<file path="config.mk">
export PLATFORM = sky130hd
export DESIGN_NAME = kbd_code_decoder
export DESIGN_NICKNAME = d
export VERILOG_FILES = /design/src/rtl/kbd_pkg.sv /design/src/rtl/kbd_held_table.sv /design/src/rtl/kbd_code_decoder.sv
export SDC_FILE = /design/constraint.sdc
export NUM_CORES = 1
export LEC_CHECK = 0
export ABC_AREA = 1
export BUFFER_PORTS_ARGS = -buffer_cell sky130_fd_sc_hd__buf_2
export CORE_MARGIN = 4
export CORE_UTILIZATION = 64
export CTS_CLUSTER_DIAMETER = 80
export DETAILED_ROUTE_END_ITERATION = 16
export PLACE_DENSITY_LB_ADDON = 0.15
export SKIP_LAST_GASP = 1
export SLEW_MARGIN = 20
export SYNTH_ARGS = -nofsm -noshare
export SYNTH_HDL_FRONTEND = slang
export SYNTH_HIERARCHICAL = 1
export SYNTH_SLANG_ARGS = --single-unit
export TNS_END_PERCENT = 5
</file>
<file path="constraint.sdc">
create_clock -name clk -period 7.54 [get_ports clk]
set_clock_uncertainty 0.1 [all_clocks]
set_input_delay 0.377 -clock clk [delete_from_list [all_inputs] [get_ports clk]]
set_output_delay 0.377 -clock clk [all_outputs]
set_load 0.01 [all_outputs]
</file>
<file path="src/rtl/kbd_pkg.sv">
// ============================================================================
// Module      : kbd_pkg
// Description : Shared constants, state encoding and types for the PS/2
//               scan-code decoder.
// Revision    : 1.0 - initial release
// ============================================================================
`default_nettype none

package kbd_pkg;

    localparam logic [7:0] PREFIX_EXT = 8'hE0;
    localparam logic [7:0] PREFIX_BRK = 8'hF0;
    localparam logic [7:0] SYS_ACK    = 8'hFA;
    localparam logic [7:0] SYS_BAT    = 8'hAA;
    localparam logic [7:0] SYS_ECHO   = 8'hEE;
    localparam logic [7:0] SYS_RESEND = 8'hFE;
    localparam logic [7:0] SYS_ERR0   = 8'h00;
    localparam logic [7:0] SYS_ERR1   = 8'hFF;

    typedef logic [8:0] key_code_t;

    localparam logic [1:0] ST_IDLE    = 2'd0;
    localparam logic [1:0] ST_EXT     = 2'd1;
    localparam logic [1:0] ST_BRK     = 2'd2;
    localparam logic [1:0] ST_EXT_BRK = 2'd3;

    function automatic logic is_sys_byte(input logic [7:0] b);
        return (b == SYS_ACK)    || (b == SYS_BAT)  || (b == SYS_ECHO) ||
               (b == SYS_RESEND) || (b == SYS_ERR0) || (b == SYS_ERR1);
    endfunction

endpackage

`default_nettype wire

</file>
<file path="src/rtl/kbd_held_table.sv">
// ============================================================================
// Module      : kbd_held_table
// Description : Small table of currently held key codes with lookup,
//               lowest-free-slot insert, remove, population count and full.
// Revision    : 1.0 - initial release
// ============================================================================
`default_nettype none

module kbd_held_table
    import kbd_pkg::*;
#(
    parameter int HELD_DEPTH = 4
) (
    input  logic       clk,
    input  logic       reset,
    input  logic       ins_en,
    input  logic       rem_en,
    input  key_code_t  code,
    output logic       hit,
    output logic       full,
    output logic [3:0] held_cnt
);

    key_code_t             code_q [HELD_DEPTH];
    key_code_t             code_d [HELD_DEPTH];
    logic [HELD_DEPTH-1:0] valid_q;
    logic [HELD_DEPTH-1:0] valid_d;
    logic [HELD_DEPTH-1:0] w_match;
    logic                  w_placed;
    logic [3:0]            w_cnt;

    generate
        for (genvar i = 0; i < HELD_DEPTH; i++) begin : g_match
            assign w_match[i] = valid_q[i] && (code_q[i] == code);
        end
    endgenerate

    assign hit      = |w_match;
    assign full     = &valid_q;
    assign held_cnt = w_cnt;

    always_comb begin
        w_cnt = 4'd0;
        for (int i = 0; i < HELD_DEPTH; i++) begin
            w_cnt = w_cnt + 4'(valid_q[i]);
        end
    end

    always_comb begin
        valid_d  = valid_q;
        code_d   = code_q;
        w_placed = 1'b0;
        for (int i = 0; i < HELD_DEPTH; i++) begin
            if (ins_en && !w_placed && !valid_q[i]) begin
                valid_d[i] = 1'b1;
                code_d[i]  = code;
                w_placed   = 1'b1;
            end
            if (rem_en && w_match[i]) begin
                valid_d[i] = 1'b0;
            end
        end
    end

    always_ff @(posedge clk) begin
        if (reset) begin
            valid_q <= '0;
            for (int i = 0; i < HELD_DEPTH; i++) begin
                code_q[i] <= '0;
            end
        end else begin
            valid_q <= valid_d;
            code_q  <= code_d;
        end
    end

endmodule

`default_nettype wire

</file>
<file path="src/rtl/kbd_code_decoder.sv">
// ============================================================================
// Module      : kbd_code_decoder
// Description : Assembles PS/2 scan-code byte sequences into key press /
//               release events and tracks held keys. Defining
//               KBD_REPEAT_FILTER_EN suppresses typematic repeat presses.
// Revision    : 1.0 - initial release
// ============================================================================
`default_nettype none

module kbd_code_decoder
    import kbd_pkg::*;
#(
    parameter int HELD_DEPTH     = 4,
    parameter int TIMEOUT_CYCLES = 50000
) (
    input  logic       clk,
    input  logic       reset,
    input  logic [7:0] din,
    input  logic       din_new,
    output logic [8:0] key_code,
    output logic       key_make,
    output logic       key_valid,
    output logic [7:0] sys_code,
    output logic       sys_valid,
    output logic [3:0] held_cnt,
    output logic       held_overflow
);

    localparam int                CNT_W          = $clog2(TIMEOUT_CYCLES + 1);
    localparam logic [CNT_W-1:0]  c_timeout_last = CNT_W'(TIMEOUT_CYCLES - 1);

    logic [1:0]       state_q, state_d;
    logic [CNT_W-1:0] cnt_q, cnt_d;
    key_code_t        key_code_q, key_code_d;
    logic             key_make_q, key_make_d;
    logic             key_valid_q, key_valid_d;
    logic [7:0]       sys_code_q, sys_code_d;
    logic             sys_valid_q, sys_valid_d;
    logic             overflow_q, overflow_d;

    logic             w_ev_valid;
    key_code_t        w_ev_code;
    logic             w_ev_make;
    logic             w_hit;
    logic             w_full;
    logic             w_ins_en;
    logic             w_rem_en;
    logic             w_emit;

    // Sequence assembly; an arriving byte always wins over the timeout.
    always_comb begin
        state_d     = state_q;
        cnt_d       = cnt_q;
        w_ev_valid  = 1'b0;
        w_ev_code   = {1'b0, din};
        w_ev_make   = 1'b0;
        sys_valid_d = 1'b0;
        sys_code_d  = sys_code_q;
        if (din_new) begin
            cnt_d = '0;
            case (state_q)
                ST_IDLE: begin
                    if (din == PREFIX_EXT) begin
                        state_d = ST_EXT;
                    end else if (din == PREFIX_BRK) begin
                        state_d = ST_BRK;
                    end else if (is_sys_byte(din)) begin
                        sys_valid_d = 1'b1;
                        sys_code_d  = din;
                    end else begin
                        w_ev_valid = 1'b1;
                        w_ev_make  = 1'b1;
                    end
                end
                ST_EXT: begin
                    if (din == PREFIX_BRK) begin
                        state_d = ST_EXT_BRK;
                    end else if (din != PREFIX_EXT) begin
                        w_ev_valid = 1'b1;
                        w_ev_code  = {1'b1, din};
                        w_ev_make  = 1'b1;
                        state_d    = ST_IDLE;
                    end
                end
                ST_BRK: begin
                    state_d    = ST_IDLE;
                    w_ev_valid = (din != PREFIX_EXT) && (din != PREFIX_BRK);
                end
                default: begin
                    state_d    = ST_IDLE;
                    w_ev_valid = (din != PREFIX_EXT) && (din != PREFIX_BRK);
                    w_ev_code  = {1'b1, din};
                end
            endcase
        end else if (state_q != ST_IDLE) begin
            if (cnt_q == c_timeout_last) begin
                state_d = ST_IDLE;
                cnt_d   = '0;
            end else begin
                cnt_d = cnt_q + CNT_W'(1);
            end
        end else begin
            cnt_d = '0;
        end
    end

    kbd_held_table #(
        .HELD_DEPTH (HELD_DEPTH)
    ) u_held_table (
        .clk      (clk),
        .reset    (reset),
        .ins_en   (w_ins_en),
        .rem_en   (w_rem_en),
        .code     (w_ev_code),
        .hit      (w_hit),
        .full     (w_full),
        .held_cnt (held_cnt)
    );

    // A press of a key already held never changes the table or the overflow flag.
    always_comb begin
        w_ins_en   = w_ev_valid && w_ev_make && !w_hit && !w_full;
        w_rem_en   = w_ev_valid && !w_ev_make && w_hit;
        overflow_d = overflow_q || (w_ev_valid && w_ev_make && !w_hit && w_full);
`ifdef KBD_REPEAT_FILTER_EN
        w_emit     = w_ev_valid && !(w_ev_make && w_hit);
`else
        w_emit     = w_ev_valid;
`endif
        key_valid_d = w_emit;
        key_code_d  = w_emit ? w_ev_code : key_code_q;
        key_make_d  = w_emit ? w_ev_make : key_make_q;
    end

    always_ff @(posedge clk) begin
        if (reset) begin
            state_q     <= ST_IDLE;
            cnt_q       <= '0;
            key_code_q  <= '0;
            key_make_q  <= 1'b0;
            key_valid_q <= 1'b0;
            sys_code_q  <= '0;
            sys_valid_q <= 1'b0;
            overflow_q  <= 1'b0;
        end else begin
            state_q     <= state_d;
            cnt_q       <= cnt_d;
            key_code_q  <= key_code_d;
            key_make_q  <= key_make_d;
            key_valid_q <= key_valid_d;
            sys_code_q  <= sys_code_d;
            sys_valid_q <= sys_valid_d;
            overflow_q  <= overflow_d;
        end
    end

    assign key_code      = key_code_q;
    assign key_make      = key_make_q;
    assign key_valid     = key_valid_q;
    assign sys_code      = sys_code_q;
    assign sys_valid     = sys_valid_q;
    assign held_overflow = overflow_q;

endmodule

`default_nettype wire
</file>
* Word-level counts from Yosys, hierarchy flattened
Index checks and enable logic that the tools add are counted.
** Word-level totals
- Register bits after elaboration :: 79
- Input bits :: 11
- Word-level logic and storage cells :: 122
** Cells by class
- Add/sub/neg operators :: 4
- Equality and inequality tests :: 18
- Muxes and demuxes :: 25
- Bitwise logic cells :: 5
- Reductions and logical operators :: 54
** Operators with widths (count)
- $eq 8x8->1 const B :: 7
- $eq 9x9->1 :: 4
- $mux 9 :: 3
- $logic_and 1x1->1 :: 22
- $pmux 9 s2 :: 1
- $add 16x1->16 const B :: 1
- $eq 16x16->1 const B :: 1
- $ne 8x8->1 const B :: 2
- $mux 2 :: 7
- $mux 1 :: 11
- $logic_not 1->1 :: 10
- $reduce_or 2->1 :: 5
- $add 4x1->4 :: 2
- $logic_not 8->1 :: 1
- $ne 4x4->1 const B :: 2
- $reduce_and 4->1 :: 2
- $reduce_or 4->1 :: 2
- $logic_or 1x1->1 :: 6
- $reduce_bool 2->1 :: 3
- $not 1->1 :: 5
- $reduce_and 5->1 :: 1
- $reduce_or 5->1 :: 1
- $pmux 1 s2 :: 2
- $pmux 2 s2 :: 1
- 4 further kinds :: 4

* Longest topological paths before layout
- Depth in word-level cells :: 27
- Mapped depth :: 23
- Depth with buffers taken out :: 21

* Modules after synthesis
Netlist, hierarchy kept.
** By module, submodules not included
- kbd_held_table :: times used 1, cells each 358, area each 2265.9 µm²
- kbd_code_decoder :: times used 1, cells each 247, area each 1779.2 µm²

* Worst setup path after synthesis
No wires, ideal clock.
- Path type :: input to register
- Start point :: in din[2]
- End point :: reg u_held_table.valid_q[3]
- Library setup time :: 56 ps
- Arrival :: 2611 ps
- Data required time :: 7384 ps
- Path slack :: 4773 ps
- Stages :: 23
- Path through :: nor2_1 nand2_2 nor2_1 a21oi_1 inv_1 nor2_1 buf_2 inv_1 nand2_1 nand2_1 nor2_1 nand3_1 nor2_1 nor2_1 nand2_1 nor3_1 nand2_4 nor2_4 nand3_4 buf_6 a21oi_1 nand2_1 inv_1
** Between the ends
- Elaborated cells on any way between the ends :: 60
** RTL lines
- start, declared :: line kbd_code_decoder.sv:18 : input logic [7:0] din,
- $ne 8x8->1 :: line kbd_code_decoder.sv:78 : end else if (din != PREFIX_EXT) begin
- $mux 9 :: line kbd_code_decoder.sv:78
- $mux 9 * :: line kbd_code_decoder.sv:76 : if (din == PREFIX_BRK) begin
- $pmux 9 s2 * :: line kbd_code_decoder.sv:61 : case (state_q)
- $mux 9 * :: line kbd_code_decoder.sv:59 : if (din_new) begin
- net w_ev_code[8] :: line kbd_code_decoder.sv:42 : key_code_t w_ev_code;
- $eq 9x9->1 :: line kbd_held_table.sv:34 : assign w_match[i] = valid_q[i] && (code_q[i] == code);
- $logic_and 1x1->1 :: line kbd_held_table.sv:34
- (+1 left out)
- net w_hit :: line kbd_code_decoder.sv:44 : logic w_hit;
- (+3 left out)
- net w_ins_en :: line kbd_code_decoder.sv:46 : logic w_ins_en;
- (+2 left out)
- $logic_not 1->1 :: line kbd_held_table.sv:54 : if (ins_en && !w_placed && !valid_q[i]) begin
- $logic_and 1x1->1 (2 in series) :: line kbd_held_table.sv:54
- $mux 1 :: line kbd_held_table.sv:54
- $logic_not 1->1 :: line kbd_held_table.sv:54
- $logic_and 1x1->1 (2 in series) :: line kbd_held_table.sv:54
- $mux 1 :: line kbd_held_table.sv:54
- $logic_not 1->1 :: line kbd_held_table.sv:54
- $logic_and 1x1->1 * (2 in series) :: line kbd_held_table.sv:54
- end signal, assigned :: line kbd_held_table.sv:72 : valid_q <= valid_d;
- end, declared :: line kbd_held_table.sv:26 : logic [HELD_DEPTH-1:0] valid_q;
Mark *: on every way through the listed nets, which the timed path passes. The rest lies on a longest branch.
A chain may end at the register's enable or synchronous reset.

* Worst setup path after layout
- Start point :: in din[0]
- End point :: reg u_held_table/code_q[12] in the netlist's numbering
** Between the ends
- Elaborated cells on any way between the ends :: 51
** RTL lines
- $ne 8x8->1 :: line kbd_code_decoder.sv:78
- $mux 9 :: line kbd_code_decoder.sv:78
- $mux 9 * :: line kbd_code_decoder.sv:76
- $pmux 9 s2 * :: line kbd_code_decoder.sv:61
- $mux 9 * :: line kbd_code_decoder.sv:59
- net w_ev_code[8] :: line kbd_code_decoder.sv:42
- $eq 9x9->1 :: line kbd_held_table.sv:34
- $logic_and 1x1->1 :: line kbd_held_table.sv:34
- (+1 left out)
- net w_hit :: line kbd_code_decoder.sv:44
- (+3 left out)
- net w_ins_en :: line kbd_code_decoder.sv:46
- $logic_and 1x1->1 :: line kbd_held_table.sv:54
- $mux 1 :: line kbd_held_table.sv:54
- $logic_not 1->1 :: line kbd_held_table.sv:54
- $logic_and 1x1->1 (2 in series) :: line kbd_held_table.sv:54
- $mux 1 :: line kbd_held_table.sv:54
- $logic_not 1->1 :: line kbd_held_table.sv:54
- $logic_and 1x1->1 * (2 in series) :: line kbd_held_table.sv:54
- end signal, assigned :: line kbd_held_table.sv:73 : code_q <= code_d;
- end, declared :: line kbd_held_table.sv:24 : key_code_t code_q [HELD_DEPTH];
Marked as above.

==> flow_summary.yaml <==
sta:
  finalCritPeriodShare_pct: 46.8
  setup_viol: 0
  final.setup.tns_ns: 0
  slew_headroom_pct: 34.3
  period_needed_ns: 3.53
  worst_hold_slack_ns: 0.274
  worst_pin_slew_ns: 0.984
  max_clock_freq_ghz: 0.284
  drv_slew: 0
  rsz0062_at_grt: "no"
  hold_violations: 0
grt:
  grt_pass1_wl_mm: 16.1
  antenna_found_initial: 0
  grt_use_total_pct: 26.8
  grt_pass1_vias: 3479
  grt_max_degree: 39
  overflow: 0
detailed_routing:
  finalWirelength_mm: 9.54
  vias: 3852
  vias_per_cell: 5.39
  post-route-drc-count: 0
  routedWlPerCell_um: 13.4
  drt-initial-drc-count: 380
  antenna_left: 0
  first_pass_iters: 5
synth:
  synth_mux_area_share_pct: 0
  synth_area_um2: 4050
  synthTopCellsByArea: "dfxtp_1 (39%), nand2_1 (14%), nor2_1 (8.1%)"
  async_flop_share_pct: 0
  netlist_top_cells_count: "nand2_1 (155), nor2_1 (87), dfxtp_1 (79)"
  yosysUniqueCellTypes: 35
  synth_top_cell_by_area: "dfxtp_1"
  synth_xor_area_share_pct: 2.60
  yosysMostFrequentCell: "nand2_1"
  synth_compound_area_share_pct: 14.8
  synth_top_family_by_area: "simple AND/OR/NAND/NOR gates"
  yosys.area.top_type_share_pct: 39.1
  synth_nets: 621
  synth-edff-count: 0
  yosys_warnings: 6
  ys_ff_latch: 79
  ys.flop_type: "dfxtp_1"
  synthSimpleGateAreaFrac_pct: 32.1
  yosysSeqAreaShare_pct: 39.1
  syn_inst: 605
  synth.avg_cell_area_um2: 6.69
  synthAdderAreaFrac_pct: 1.73
worst_setup_path:
  critPathTopFamily: "simple AND/OR/NAND/NOR gates"
  crit_chain: "buf_2, nor2_1, nand2_2, nor2_1, a21oi_1, inv_1, nor2_1, xor2_1, nor2_1, nand2_1, nor2_1, nor2_1, nand2_1, nor3_1, nand2_4, nor3_4, o21ai_0, a21oi_1"
  end_kind: "register"
  critical_path_depth: 18
  worst-path-buf-inv: 2
  crit_top_cell: "nor2_1"
  critPathArrivalTime_ns: 3.70
  critPathKind: "primary input to register"
  slowest_delay_ns: 0.55
  cp-start-kind: "primary input"
  required_ns: 7.71
  reg2reg_depth: 15
  slowest_stage: "nor3_4"
  cp_max_fo: 18
cts:
  cts_sinks: 79
  cts_hold_buf: 0
  cts_resized: 0
  cts_setup_buffers: 0
  clk_pin_slew_ns: 0.07
  htree_levels: 3
  root_buffer: "clkbuf_8"
  cts_tree: "done"
  cts_made_buffers: 9
  clock_latency_ns: 0.34
  cts_buffer_depth: 2
min_path:
  min_path_type: "primary input to register"
  min_path_cells: 3
die:
  initial_utilization_pct: 67.1
  num_rows: 28
  coreArea_um2: 6030
  dieArea_um2: 7660
  ioPinCount: 36
  fp.dieW_um: 87.5
  die-height_um: 87.5
power_and_ir_drop:
  power_density_nw_per_um2: 192
  leakagePower_uw: 0.00200
  irDropWorstVdd_v: 0.000137
placed_design:
  gp_congestion: 0.942
  hpwl_mm: 7.04
  place.port_buffers: 34
  dpl_cell_area_um2: 4210
finish:
  final_area_um2: 4410
  fin_nets: 651
  drive_above_1_share_pct: 11.6
  areaGrowthSynthToFinish_pct: 9.06
  diodes: 0
status:
  status: "complete, no violations"
flow_run:
  cap_violations: 0
-- per-layer routing --
metal / wire length [um] / track usage (%)
met1: 4400 / 37.1
met2: 4280 / 41.4
met3: 691 / 4.35
met4: 175 / 11.2
met5: 0 / 0
-- through the flow --
stage          cells  utilization [%]  worst slack, ns  total power, uW
2_1_floorplan    605                -             4.77              513
3_3_place_gp     699             69.9             3.90              540
3_5_place_dp     699             69.9             3.75              543
4_1_cts          714             73.2             4.08              852
5_1_grt          714             73.2             3.65              889
6_report         714             73.2             4.01              848
-- cell type report --
type	instances	area, um2
inverters	78	294
multi-input cells	433	2070
well taps	75	93.8
clock buffers	12	155
flip-flops and latches	79	1580
clock inverters	3	42.5
fillers	527	1610
repair buffers	34	170
-- sequential cells by signal, indices dropped and copies added, names as in the netlist, 2 cells and up --
| register | flops |
|---|---|
| u_held_table/code_q | 36 |
| state_q | 2 |
| cnt_q | 16 |
| u_held_table/valid_q | 4 |
| sys_code | 8 |
| key_code | 9 |
-- tightest hold or removal path: stages --
cell and delay, ns:
buf_2 0.15, nand2_1 0.08, a21oi_1 0.06
-- cell families after synthesis --
| family | count (synthesis) |
|---|---|
| DFF | 79 |
| buffers and inverters | 93 |
| and+or+nand+nor | 298 |
| AOI/OAI and AO/OA | 117 |
| adders and majority gates | 5 |
| other | 1 |
| xor gates and xnor gates | 12 |
-- placed cells by master, fill, tap and decap left out, types with 4 or more instances in the layout --
master,synthesis,layout
a21oi_1,59,59
buf_2,6,34
clkbuf_8,0,11
dfxtp_1,79,79
ha_1,4,4
inv_1,75,75
nand2_1,155,155
nand2_2,6,6
nand3_1,20,20
nand4_1,9,9
nor2_1,87,87
nor2_2,4,4
nor3_1,5,5
o21ai_0,43,43
o21ai_1,11,11
xor2_1,9,9
-- report_power, final --
group          switching [uW]  internal [uW]  total (uW)
registers                10.3            431         441
logic                    64.6           29.1        93.7
clock network             144            169         312
-- path summary, 6_finish.rpt --
kind / start / slack [ns] / end
setup reg to reg: state_q[1]$_SDFFE_PP0P_ / 4.09 / u_held_table/code_q[12]$_SDFFE_PP0P_
setup / recovery: din[0] / 4.01 / u_held_table/code_q[12]$_SDFFE_PP0P_
hold / removal: din_new / 0.27 / state_q[0]$_SDFFE_PP0P_
hold reg to reg: held_overflow$_SDFF_PP0_ / 0.36 / held_overflow$_SDFF_PP0_
Power figures use the tool's default switching activity.
